==> src/rtl/mem_arbiter.sv <==
// ---------------------------------------------------------------------------
// mem_arbiter
//
// Purpose:
//   Shares one single-outstanding memory port between an instruction-fetch
//   requester (i_*) and a data requester (d_*). Conflicts are resolved
//   round-robin on the last granted port. Only one memory transaction may be
//   in flight; the owner's response is forwarded combinationally.
//
// Ports:
//   clk, rst_n            clock and asynchronous active-low reset
//   i_req_*               fetch request channel (valid/ready/addr), read only
//   i_resp_*              fetch response (valid/error/rdata)
//   d_req_*               data request channel (valid/ready/addr/wen/wdata)
//   d_resp_*              data response (valid/error/rdata)
//   mem_req_*             request to memory (valid/ready/addr/wen/wdata)
//   mem_resp_*            response from memory (valid/error/rdata)
// ---------------------------------------------------------------------------
module mem_arbiter #(
    parameter int ADDR_WIDTH = 32
) (
    input  logic                  clk,
    input  logic                  rst_n,

    output logic                  i_req_ready,
    input  logic                  i_req_valid,
    input  logic [ADDR_WIDTH-1:0] i_req_addr,
    output logic                  i_resp_valid,
    output logic                  i_resp_error,
    output logic [31:0]           i_resp_rdata,

    output logic                  d_req_ready,
    input  logic                  d_req_valid,
    input  logic [ADDR_WIDTH-1:0] d_req_addr,
    input  logic                  d_req_wen,
    input  logic [31:0]           d_req_wdata,
    output logic                  d_resp_valid,
    output logic                  d_resp_error,
    output logic [31:0]           d_resp_rdata,

    input  logic                  mem_req_ready,
    output logic                  mem_req_valid,
    output logic [ADDR_WIDTH-1:0] mem_req_addr,
    output logic                  mem_req_wen,
    output logic [31:0]           mem_req_wdata,
    input  logic                  mem_resp_valid,
    input  logic                  mem_resp_error,
    input  logic [31:0]           mem_resp_rdata
);

    typedef enum logic [1:0] {
        S_IDLE,
        S_WAIT_I,
        S_WAIT_D
    } state_t;

    localparam logic GRANT_I = 1'b0;
    localparam logic GRANT_D = 1'b1;

    state_t state;
    state_t state_next;
    logic   last_grant;
    logic   last_grant_next;
    logic   any_valid;
    logic   grant_d;

    // Arbitration decision. Data wins when it is the only requester, or when
    // both request and fetch was the port granted most recently.
    always_comb begin
        any_valid = i_req_valid | d_req_valid;
        grant_d   = d_req_valid & (~i_req_valid | (last_grant == GRANT_I));
    end

    // State and round-robin pointer. Reset points last_grant at data so the
    // first conflict after reset goes to fetch.
    always_ff @(posedge clk or negedge rst_n) begin
        if (!rst_n) begin
            state      <= S_IDLE;
            last_grant <= GRANT_D;
        end else begin
            state      <= state_next;
            last_grant <= last_grant_next;
        end
    end

    // Next-state and output decode. While idle the request side is a pure
    // mux of the granted port; while waiting, requests are blocked and only
    // the owner sees the memory response strobe.
    always_comb begin
        state_next      = state;
        last_grant_next = last_grant;
        mem_req_valid   = 1'b0;
        mem_req_addr    = '0;
        mem_req_wen     = 1'b0;
        mem_req_wdata   = '0;
        i_req_ready     = 1'b0;
        d_req_ready     = 1'b0;
        i_resp_valid    = 1'b0;
        i_resp_error    = 1'b0;
        d_resp_valid    = 1'b0;
        d_resp_error    = 1'b0;
        i_resp_rdata    = mem_resp_rdata;
        d_resp_rdata    = mem_resp_rdata;

        unique case (state)
            S_IDLE: begin
                mem_req_valid = any_valid;
                mem_req_addr  = grant_d ? d_req_addr : i_req_addr;
                mem_req_wen   = grant_d & d_req_wen;
                mem_req_wdata = grant_d ? d_req_wdata : '0;
                i_req_ready   = ~grant_d & mem_req_ready;
                d_req_ready   = grant_d & mem_req_ready;
                if (any_valid && mem_req_ready) begin
                    state_next      = grant_d ? S_WAIT_D : S_WAIT_I;
                    last_grant_next = grant_d ? GRANT_D : GRANT_I;
                end
            end
            S_WAIT_I: begin
                i_resp_valid = mem_resp_valid;
                i_resp_error = mem_resp_error;
                if (mem_resp_valid) begin
                    state_next = S_IDLE;
                end
            end
            S_WAIT_D: begin
                d_resp_valid = mem_resp_valid;
                d_resp_error = mem_resp_error;
                if (mem_resp_valid) begin
                    state_next = S_IDLE;
                end
            end
            default: begin
                state_next = S_IDLE;
            end
        endcase
    end

endmodule

==> config.mk <==
export PLATFORM = sky130hd
export DESIGN_NAME = mem_arbiter
export DESIGN_NICKNAME = d
export VERILOG_FILES = /design/src/rtl/mem_arbiter.sv
export SDC_FILE = /design/constraint.sdc
export NUM_CORES = 1
export LEC_CHECK = 0
export ABC_AREA = 1
export BUFFER_PORTS_ARGS = -buffer_cell sky130_fd_sc_hd__buf_4
export CAP_MARGIN = 10
export CORE_AREA = 2 2 105 107
export DETAILED_ROUTE_END_ITERATION = 12
export DIE_AREA = 0 0 107 109
export MAX_ROUTING_LAYER = met4
export RECOVER_POWER = 25
export SLEW_MARGIN = 20
export SYNTH_ARGS = -nofsm -noshare
export SYNTH_HDL_FRONTEND = slang
export SYNTH_SLANG_ARGS = --single-unit
==> constraint.sdc <==
create_clock -name clk -period 3.1 [get_ports clk]
set_input_delay 0.155 -clock clk [delete_from_list [all_inputs] [get_ports clk]]
set_output_delay 0.155 -clock clk [all_outputs]
set_load 0.02 [all_outputs]
==> results of run 1 <==
cell type report:
type                       count  area (sq um)
sequential                     3          76.3
tap                          140           175
clock buffer                   4          45.0
fill                        1166          8100
inverter                      43           161
timing repair buffer         177          1330
multi-input combinational    158           714
state kept, by name (all words and copies together), names as in the netlist:
name	count
last_grant	1
state	2
stage by stage:
step           hold slack (ps)  instance area, sq um  std cells
5_1_grt                    276                  2500        525
2_1_floorplan             -141                  1520        281
4_1_cts                    244                  2500        525
3_3_place_gp             -53.0                  2450        520
6_report                   246                  2500        525
3_5_place_dp             -50.4                  2450        520
routing by layer:
| metal | vias to the layer above | wire length [um] | global-route usage [%] |
|---|---|---|---|
| met2 | 173 | 3030 | 18.1 |
| met3 | 14 | 766 | 2.69 |
| met1 | 838 | 1920 | 8.56 |
| met5 | - | 0 | - |
| li1 | 973 | - | - |
| met4 | 0 | 130 | 3.25 |
power groups by stage:
stage | combinational (mW) | clock (mW) | sequential [mW]
finish | 1.36 | 0.113 | 0.0732
global route | 1.49 | 0.118 | 0.0765
CTS | 1.39 | 0.114 | 0.0733
detailed placement | 1.38 | 0 | 0.0736
global placement | 1.36 | 0 | 0.0722
floorplan | 0.953 | 0 | 0.0700
timing repair:
action	CTS	global route
setup endpoints to repair	0	0
endpoints found under the hold margin	3	0
hold buffers	1	0
layout by cell type (no fill, tap or decap):
master / netlist / final
a21oi_1: 1 / 1
buf_4: 68 / 176
clkbuf_1: 3 / 1
clkbuf_8: 0 / 3
dfrtp_1: 2 / 2
dfstp_2: 1 / 1
dlygate4sd3_1: 0 / 1
ha_1: 3 / 3
inv_1: 41 / 41
inv_2: 2 / 2
nand2_1: 79 / 79
nand2_4: 1 / 1
nand3_1: 34 / 34
nor2_1: 27 / 27
nor2_2: 10 / 10
nor2_8: 1 / 1
o21ai_0: 2 / 2
cell families after synthesis:
logic type      Yosys count  synth area share (%)
simple gates            152                  43.5
buf+inv                 120                  48.1
compound gates            3                 0.986
fa+ha+maj                 3                  2.47
flops                     3                  5.01
final timing paths:
check | cells past startpoint | slack [ps] | endpoint | from
worst max-delay path | 6 | 790 | mem_req_wen | last_grant$_DFFE_PN1P_
worst min-delay path | 3 | 250 | last_grant$_DFFE_PN1P_ | mem_req_ready
worst max register to register | 5 | 1610 | state[1]$_DFFE_PN0P_ | last_grant$_DFFE_PN1P_
worst min register to register | 2 | 490 | last_grant$_DFFE_PN1P_ | last_grant$_DFFE_PN1P_
max in group asynchronous | 2 | 2640 | last_grant$_DFFE_PN1P_ | rst_n
min in group asynchronous | 2 | 270 | state[1]$_DFFE_PN0P_ | rst_n
worst min-delay path: stages:
cell,delay (ps)
buf_4,120
nand2_1,100
o21ai_0,80
==> impl_metrics.env, run 1 <==
export IMPL_overflow=0
export IMPL_wl_per_cell_um=11.1
export IMPL_hp_class="input port to flop"
export IMPL_syn_inst=281
export IMPL_synth_lib_cells_used_distinct=17
export IMPL_num_vias=1998
export IMPL_synthMostInstantiatedCell="nand2_1"
export IMPL_maxCapViolCount=0
export IMPL_slew_headroom_pct=58.3
export IMPL_syn_area_sq_um=1520
export IMPL_final_net_count=525
export IMPL_rsz0062_at_grt="false"
export IMPL_clk_pin_slew_ps=30
export IMPL_crit_family="simple AND/OR/NAND/NOR gates"
export IMPL_fp_dieW_um=107
export IMPL_ys_async_sr_fraction_pct=100
export IMPL_setup_violations=0
export IMPL_first_pass_iters=4
export IMPL_place_gp_congestion=0.764
export IMPL_drc=0
export IMPL_syn_nets=420
export IMPL_synth_area_leaders="buf_4 (34%), nand2_1 (19%), nand3_1 (11%)"
export IMPL_ir_drop_uv=188
export IMPL_route_final_wire_length_um=5840
export IMPL_antenna_left=0
export IMPL_hpwl_um=4930
export IMPL_criticalPathCategory="flop to primary output"
export IMPL_total_power_mw=1.55
export IMPL_sw_frac_of_total_pct=55.7
export IMPL_syn_avg_cell_area_sq_um=5.42
export IMPL_cts_buffer_depth=2
export IMPL_clkLatencyLatePin_ps=220
export IMPL_drt_iter0_markers=40
export IMPL_finalSetupTns_ps=0
export IMPL_grt_max_degree=37
export IMPL_post_cts_resized=0
export IMPL_pwr_share_comb_pct=88.0
export IMPL_synth_top_area_share_pct=33.5
export IMPL_yosysWarnings=0
export IMPL_synthFlopType="dfrtp_1"
export IMPL_fin_crit_ps=2310
export IMPL_setup_slack_ps=794
export IMPL_tightest_slew_ps=625
export IMPL_grt_pass1_vias=1866
export IMPL_p_int_uw=686
export IMPL_antenna_found_initial=0
export IMPL_cts_tree="yes"
export IMPL_sequentialPowerShare_pct=4.7
export IMPL_startpoint_type="flop"
export IMPL_p_per_area_nw_per_um2=619
export IMPL_max_freq_ghz=0.434
export IMPL_drive_gt1_share_pct=50.4
export IMPL_area_delta_synth_final_pct=64.4
export IMPL_critPathRequiredTime_ps=2940
export IMPL_synth_enable_flop_cells=0
export IMPL_synth_seq_area_share_pct=5.01
export IMPL_power_leakage_nw=1.60
export IMPL_yosys_area_top_type="buf_4"
export IMPL_worst_path_buf_inv=2
export IMPL_rows=38
export IMPL_ys_seq_elements=3
export IMPL_crit_slowest_cell="nor2_8"
export IMPL_power_frac_clock_pct=7.3
export IMPL_initial_core_util_pct=14.4
export IMPL_max_stage_delay_ps=470
export IMPL_clock_skew_ps=1.69
export IMPL_place_worst_setup_slack_ps=931
export IMPL_h_tree_depth=1
export IMPL_cts_sinks=3
export IMPL_yosys_top_cells_count="nand2_1 (79), buf_4 (68), inv_1 (41), nand3_1 (34), nor2_1 (27)"
export IMPL_post_route_period_util_pct=74.4
export IMPL_drv_slew=0
export IMPL_cp_end_kind="primary output"
export IMPL_io_buffers=175
export IMPL_core_area_sq_um=10600
export IMPL_cp_arrival_ps=2150
export IMPL_post_cts_setup_buffers=0
export IMPL_antenna_cells=0
export IMPL_viasPerCell=3.81
export IMPL_numCtsBuffers=3
export IMPL_path_cells="nand2_1 -> nand2_4 -> nor2_8 -> inv_2 -> nor2_1 -> buf_4"
export IMPL_grt_util_all_layers_pct=9.26
export IMPL_die_h_um=109
export IMPL_power_switching_uw=864
export IMPL_clockRootBuffer="clkbuf_8"
export IMPL_fin_util_pct=23.6
export IMPL_crit_fanout=36
export IMPL_grt_pass1_wl_um=8420
export IMPL_die_area_sq_um=11700
export IMPL_finalHoldViolations=0
export IMPL_outcome="finished, final reports clean"
export IMPL_io_pins=272
Note: power is estimated with default switching activity, not from simulation.
==> run 2, diff against run 1 <==
==> constraint.sdc (replaced) <==
create_clock -name clk -period 2.05 [get_ports clk]
set_input_delay 0.1025 -clock clk [delete_from_list [all_inputs] [get_ports clk]]
set_output_delay 0.1025 -clock clk [all_outputs]
set_load 0.02 [all_outputs]
==> run 2 against run 1 <==
  * Worst hold slack lost 51 ps
  * Critical path depth increased by 2
  * Total power is 52% higher
  * Combinational power is 53% higher
  * Via count fell by 3.8%
  * Clock power increased by 48%
  * Sequential power rose by 48%
  * First-iteration DRC count is 30% higher
  * Clock skew is essentially flat
  * Clock-buffer cell count did not move
  * Die area is the same
  * Cell area increased by 0.70%
  * Critical endpoint is now mem_req_addr[14]
  * Largest power group unchanged
==> impl_metrics.env, run 2 (synthesis results as in run 1) <==
export IMPL_wl_per_cell_um=10.8
export IMPL_io_pins=272
export IMPL_tightest_slew_ps=376
export IMPL_clkLatencyLatePin_ps=210
export IMPL_critPathRequiredTime_ps=1950
export IMPL_clk_pin_slew_ps=30
export IMPL_cp_end_kind="primary output"
export IMPL_sequentialPowerShare_pct=4.6
export IMPL_pwr_share_comb_pct=88.3
export IMPL_hp_class="input port to flop"
export IMPL_clock_skew_ps=1.20
export IMPL_cp_arrival_ps=1790
export IMPL_ir_drop_uv=378
export IMPL_antenna_found_initial=0
export IMPL_clockRootBuffer="clkbuf_8"
export IMPL_finalHoldViolations=0
export IMPL_crit_fanout=32
export IMPL_slew_headroom_pct=74.9
export IMPL_final_cell_mix="buf_4 (178), nand2_1 (79), inv_1 (41)"
export IMPL_finalSetupTns_ps=0
export IMPL_post_route_period_util_pct=92.2
export IMPL_cts_sinks=3
export IMPL_rsz0062_at_grt="false"
export IMPL_cts_buffer_depth=2
export IMPL_cts_tree="yes"
export IMPL_initial_core_util_pct=14.4
export IMPL_reg_top3="state (2), last_grant (1)"
export IMPL_place_gp_congestion=0.756
export IMPL_grt_pass1_vias=1776
export IMPL_power_switching_mw=1.30
export IMPL_total_power_mw=2.35
export IMPL_antenna_cells=0
export IMPL_p_per_area_nw_per_um2=933
export IMPL_num_vias=1923
export IMPL_antenna_left=0
export IMPL_fp_dieW_um=107
export IMPL_grt_max_degree=35
export IMPL_io_buffers=175
export IMPL_max_freq_ghz=0.529
export IMPL_grt_pass1_wl_um=8070
export IMPL_drc=0
export IMPL_post_cts_setup_buffers=0
export IMPL_setup_violations=0
export IMPL_criticalPathCategory="flop to primary output"
export IMPL_fin_crit_ps=1890
export IMPL_area_delta_synth_final_pct=65.6
export IMPL_die_h_um=109
export IMPL_outcome="finished, final reports clean"
export IMPL_p_int_mw=1.05
export IMPL_startpoint_type="flop"
export IMPL_power_leakage_nw=1.61
export IMPL_grt_util_all_layers_pct=8.86
export IMPL_power_frac_clock_pct=7.1
export IMPL_rows=38
export IMPL_die_area_sq_um=11700
export IMPL_layout_commonest_cell="buf_4"
export IMPL_overflow=0
export IMPL_largest_register="state"
export IMPL_viasPerCell=3.65
export IMPL_drive_gt1_share_pct=50.6
export IMPL_drt_iter0_markers=52
export IMPL_largest_reg_flops=2
export IMPL_maxCapViolCount=0
export IMPL_route_final_wire_length_um=5690
export IMPL_h_tree_depth=1
export IMPL_final_net_count=527
export IMPL_holdWs_ps=195
export IMPL_sw_frac_of_total_pct=55.3
export IMPL_hpwl_um=4910
export IMPL_first_pass_iters=4
export IMPL_numCtsBuffers=3
export IMPL_drv_slew=0
export IMPL_core_area_sq_um=10600
==> run 2: cell types whose count changed in the layout (fill, tap and decap cells not counted), sizes merged <==
| cell | change |
|---|---|
| buf | +2 |
==> run 2: power groups by stage <==
| stage | Combinational (mW) | Sequential, mW | Clock [mW] |
|---|---|---|---|
| 2_1_floorplan | 1.44 | 0.106 | 0 |
| 3_3_place_gp | 2.08 | 0.107 | 0 |
| 3_5_place_dp | 2.09 | 0.109 | 0 |
| 4_1_cts | 2.10 | 0.108 | 0.171 |
| 5_1_grt | 2.27 | 0.111 | 0.180 |
| 6_report | 2.08 | 0.108 | 0.167 |
==> run 2: through the flow <==
stage,cell area [sq um],cells,util (%),setup slack [ps]
floorplan,1520,281,-,387
global placement,2460,522,23.2,282
detailed placement,2460,522,23.2,226
CTS,2520,527,23.8,127
global route,2520,527,23.8,31.9
finish,2520,527,23.8,161
==> run 2: routing by layer <==
metal / GRT usage, % / wire, um / vias to the layer above
met5: - / 0 / -
met4: 1.86 / 38 / 0
met3: 2.51 / 725 / 8
met2: 17.3 / 2890 / 161
met1: 8.70 / 2030 / 780
li1: - / - / 974
==> run 2: worst max-delay path, stage by stage, from the launching register on <==
cell,delay [ps]
dfrtp_1,380
inv_1,90
ha_1,200
inv_2,80
nor2_8,130
buf_4,310
nand2_1,140
nand2_1,80
buf_4,130
==> run 2: repair_timing <==
item                                    4_1_cts  5_1_grt
hold buffers                                  1        0
endpoints found under the hold margin         3        0
resized for setup                             1        0
endpoints found under the setup margin        1        0
==> run 2: final cells by class <==
class | count | area, sq um
inverter | 43 | 164
tap | 140 | 175
sequential | 3 | 76.3
clock buffer | 4 | 45.0
multi-input combinational | 158 | 714
timing repair buffer | 179 | 1350
fill | 1174 | 8080
==> run 2: worst paths after layout <==
path	startpoint	endpoint	slack, ps	depth (start not counted)
max	state[0]$_DFFE_PN0P_	mem_req_addr[14]	160	8
min	mem_req_ready	last_grant$_DFFE_PN1P_	200	4
max reg2reg	state[0]$_DFFE_PN0P_	state[1]$_DFFE_PN0P_	610	6
min reg2reg	last_grant$_DFFE_PN1P_	last_grant$_DFFE_PN1P_	490	2
max in group asynchronous	rst_n	last_grant$_DFFE_PN1P_	1640	2
min in group asynchronous	rst_n	state[0]$_DFFE_PN0P_	230	2
==> run 3, diff against run 2 <==
--- a/config.mk
+++ b/config.mk
@@ -12,7 +12,9 @@
 export DETAILED_ROUTE_END_ITERATION = 12
 export DIE_AREA = 0 0 107 109
 export MAX_ROUTING_LAYER = met4
+export PLACE_DENSITY = 0.61
 export RECOVER_POWER = 25
+export REMOVE_ABC_BUFFERS = 1
 export SLEW_MARGIN = 20
 export SYNTH_ARGS = -nofsm -noshare
 export SYNTH_HDL_FRONTEND = slang
==> run 3 against run 2 <==
  * Worst setup slack improved by 62 ps
  * Flip-flop and latch count did not move
  * Clock skew fell by 1.1 ps
  * Worst hold slack improved by 7.5 ps
  * Critical path type unchanged
  * Maximum frequency rose by 3.4%
  * Via count rose by 6.8%
  * Largest power group unchanged
  * Utilization rose by 0.17 points
  * Sequential share of layout area barely moved
  * Final cell count rose by 0.19%
  * Combinational power barely moved
  * Die area did not move
  * Clock-buffer cell count did not move
==> impl_metrics.env, run 3 (synthesis results as in run 1) <==
export IMPL_outcome="finished, final reports clean"
export IMPL_area_delta_synth_final_pct=66.7
export IMPL_fp_dieW_um=107
export IMPL_core_area_sq_um=10600
export IMPL_max_freq_ghz=0.547
export IMPL_layout_cells_non_filler=528
export IMPL_numCtsBuffers=3
export IMPL_clk_pin_slew_ps=30
export IMPL_cts_sinks=3
export IMPL_initial_core_util_pct=14.4
export IMPL_fillers=1175
export IMPL_crit_slowest_cell="dfrtp_1"
export IMPL_cts_tree="yes"
export IMPL_cp_arrival_ps=1720
export IMPL_io_pins=272
export IMPL_fin_crit_ps=1830
export IMPL_layout_commonest_cell="buf_4"
export IMPL_place_worst_setup_slack_ps=426
export IMPL_drt_iter0_markers=103
export IMPL_p_per_area_nw_per_um2=941
export IMPL_startpoint_type="flop"
export IMPL_wl_per_cell_um=16.0
export IMPL_tightest_slew_ps=385
export IMPL_rsz0062_at_grt="false"
export IMPL_final_cell_area_sq_um=2540
export IMPL_viasPerCell=3.89
export IMPL_drv_slew=0
export IMPL_drive_gt1_share_pct=50.8
export IMPL_largest_register="state"
export IMPL_antenna_cells=0
export IMPL_die_area_sq_um=11700
export IMPL_grt_pass1_wl_um=11500
export IMPL_route_final_wire_length_um=8470
export IMPL_hp_class="input port to flop"
export IMPL_power_leakage_nw=1.62
export IMPL_first_pass_iters=4
export IMPL_clockRootBuffer="clkbuf_8"
export IMPL_crit_fanout=33
export IMPL_setup_violations=0
export IMPL_io_buffers=175
export IMPL_antenna_left=0
export IMPL_dp_cells=523
export IMPL_clkLatencyLatePin_ps=220
export IMPL_die_h_um=109
export IMPL_cts_buffer_depth=2
export IMPL_grt_util_all_layers_pct=13.9
export IMPL_critPathRequiredTime_ps=1950
export IMPL_criticalPathCategory="flop to primary output"
export IMPL_post_route_period_util_pct=89.1
export IMPL_setup_slack_ps=223
export IMPL_post_cts_setup_buffers=0
export IMPL_overflow=0
export IMPL_hpwl_um=6980
export IMPL_clock_skew_ps=0.0553
export IMPL_antenna_found_initial=0
export IMPL_h_tree_depth=1
export IMPL_maxCapViolCount=0
export IMPL_ir_drop_uv=506
export IMPL_final_net_count=528
export IMPL_max_stage_delay_ps=380
export IMPL_path_cells="inv_1 -> ha_1 -> inv_2 -> nor2_8 -> buf_4 -> nand2_1 -> nand2_1 -> buf_4"
export IMPL_largest_reg_flops=2
export IMPL_dpl_cell_area_sq_um=2480
export IMPL_drc=0
export IMPL_final_cell_mix="buf_4 (178), nand2_1 (79), inv_1 (41)"
export IMPL_rows=38
export IMPL_finalHoldViolations=0
export IMPL_num_vias=2053
export IMPL_place_gp_congestion=0.690
export IMPL_grt_pass1_vias=1845
export IMPL_grt_max_degree=36
export IMPL_finalSetupTns_ps=0
export IMPL_slew_headroom_pct=74.3
export IMPL_cp_end_kind="primary output"
export IMPL_reg_top3="state (2), last_grant (1)"
[run 3: metrics by stage]
| stage | power (mW) | hold slack [ps] | utilization (%) |
|---|---|---|---|
| detailed placement | 2.23 | -104 | 23.4 |
| global placement | 2.21 | -106 | 23.4 |
| floorplan | 1.25 | -193 | - |
| finish | 2.39 | 203 | 23.9 |
| global route | 2.60 | 205 | 23.9 |
| CTS | 2.42 | 203 | 23.9 |
[run 3: worst max-delay path, delay by kind of cell (launching register included)]
| family | cells | cell delay, ps |
|---|---|---|
| adder cells (fa/ha/maj) | 1 | 180 |
| AND/OR/NAND/NOR | 3 | 300 |
| buffers and inverters | 4 | 640 |
| flip-flops | 1 | 380 |
[run 3: worst paths after layout]
check	start	end	slack (ps)	depth (start not counted)
worst max-delay path	state[0]$_DFFE_PN0P_	mem_req_addr[2]	220	8
worst min-delay path	mem_req_ready	last_grant$_DFFE_PN1P_	200	3
worst max register to register	state[0]$_DFFE_PN0P_	state[0]$_DFFE_PN0P_	600	7
worst min register to register	last_grant$_DFFE_PN1P_	last_grant$_DFFE_PN1P_	490	2
max in group asynchronous	rst_n	last_grant$_DFFE_PN1P_	1630	2
min in group asynchronous	rst_n	state[0]$_DFFE_PN0P_	230	2
[run 3: layout make-up]
type | count | area [sq um] | area share [%]
Tap cell | 140 | 175 | 6.90
Clock buffer | 4 | 45.0 | 1.77
Sequential cell | 3 | 76.3 | 3.01
Inverter | 43 | 161 | 6.36
Multi-Input combinational cell | 158 | 714 | 28.1
Timing Repair Buffer | 180 | 1370 | 53.8
[run 3: layer usage]
layer / routed length [um] / vias up / global-route usage [%]
met4: 16 / 0 / 1.39
met5: 0 / - / -
li1: - / 977 / -
met2: 3520 / 221 / 20.5
met3: 1980 / 4 / 14.6
met1: 2950 / 851 / 13.1
[run 3: repair_timing]
action,4_1_cts,5_1_grt
hold buffers,1,0
hold endpoints to repair,3,0
gates resized for setup,0,0
[run 3: where the power goes]
group          switching, mW  internal (mW)  leakage, nW
Clock                 0.0417          0.133       0.0228
Combinational           1.26          0.850         1.56
Sequential            0.0156         0.0925       0.0363
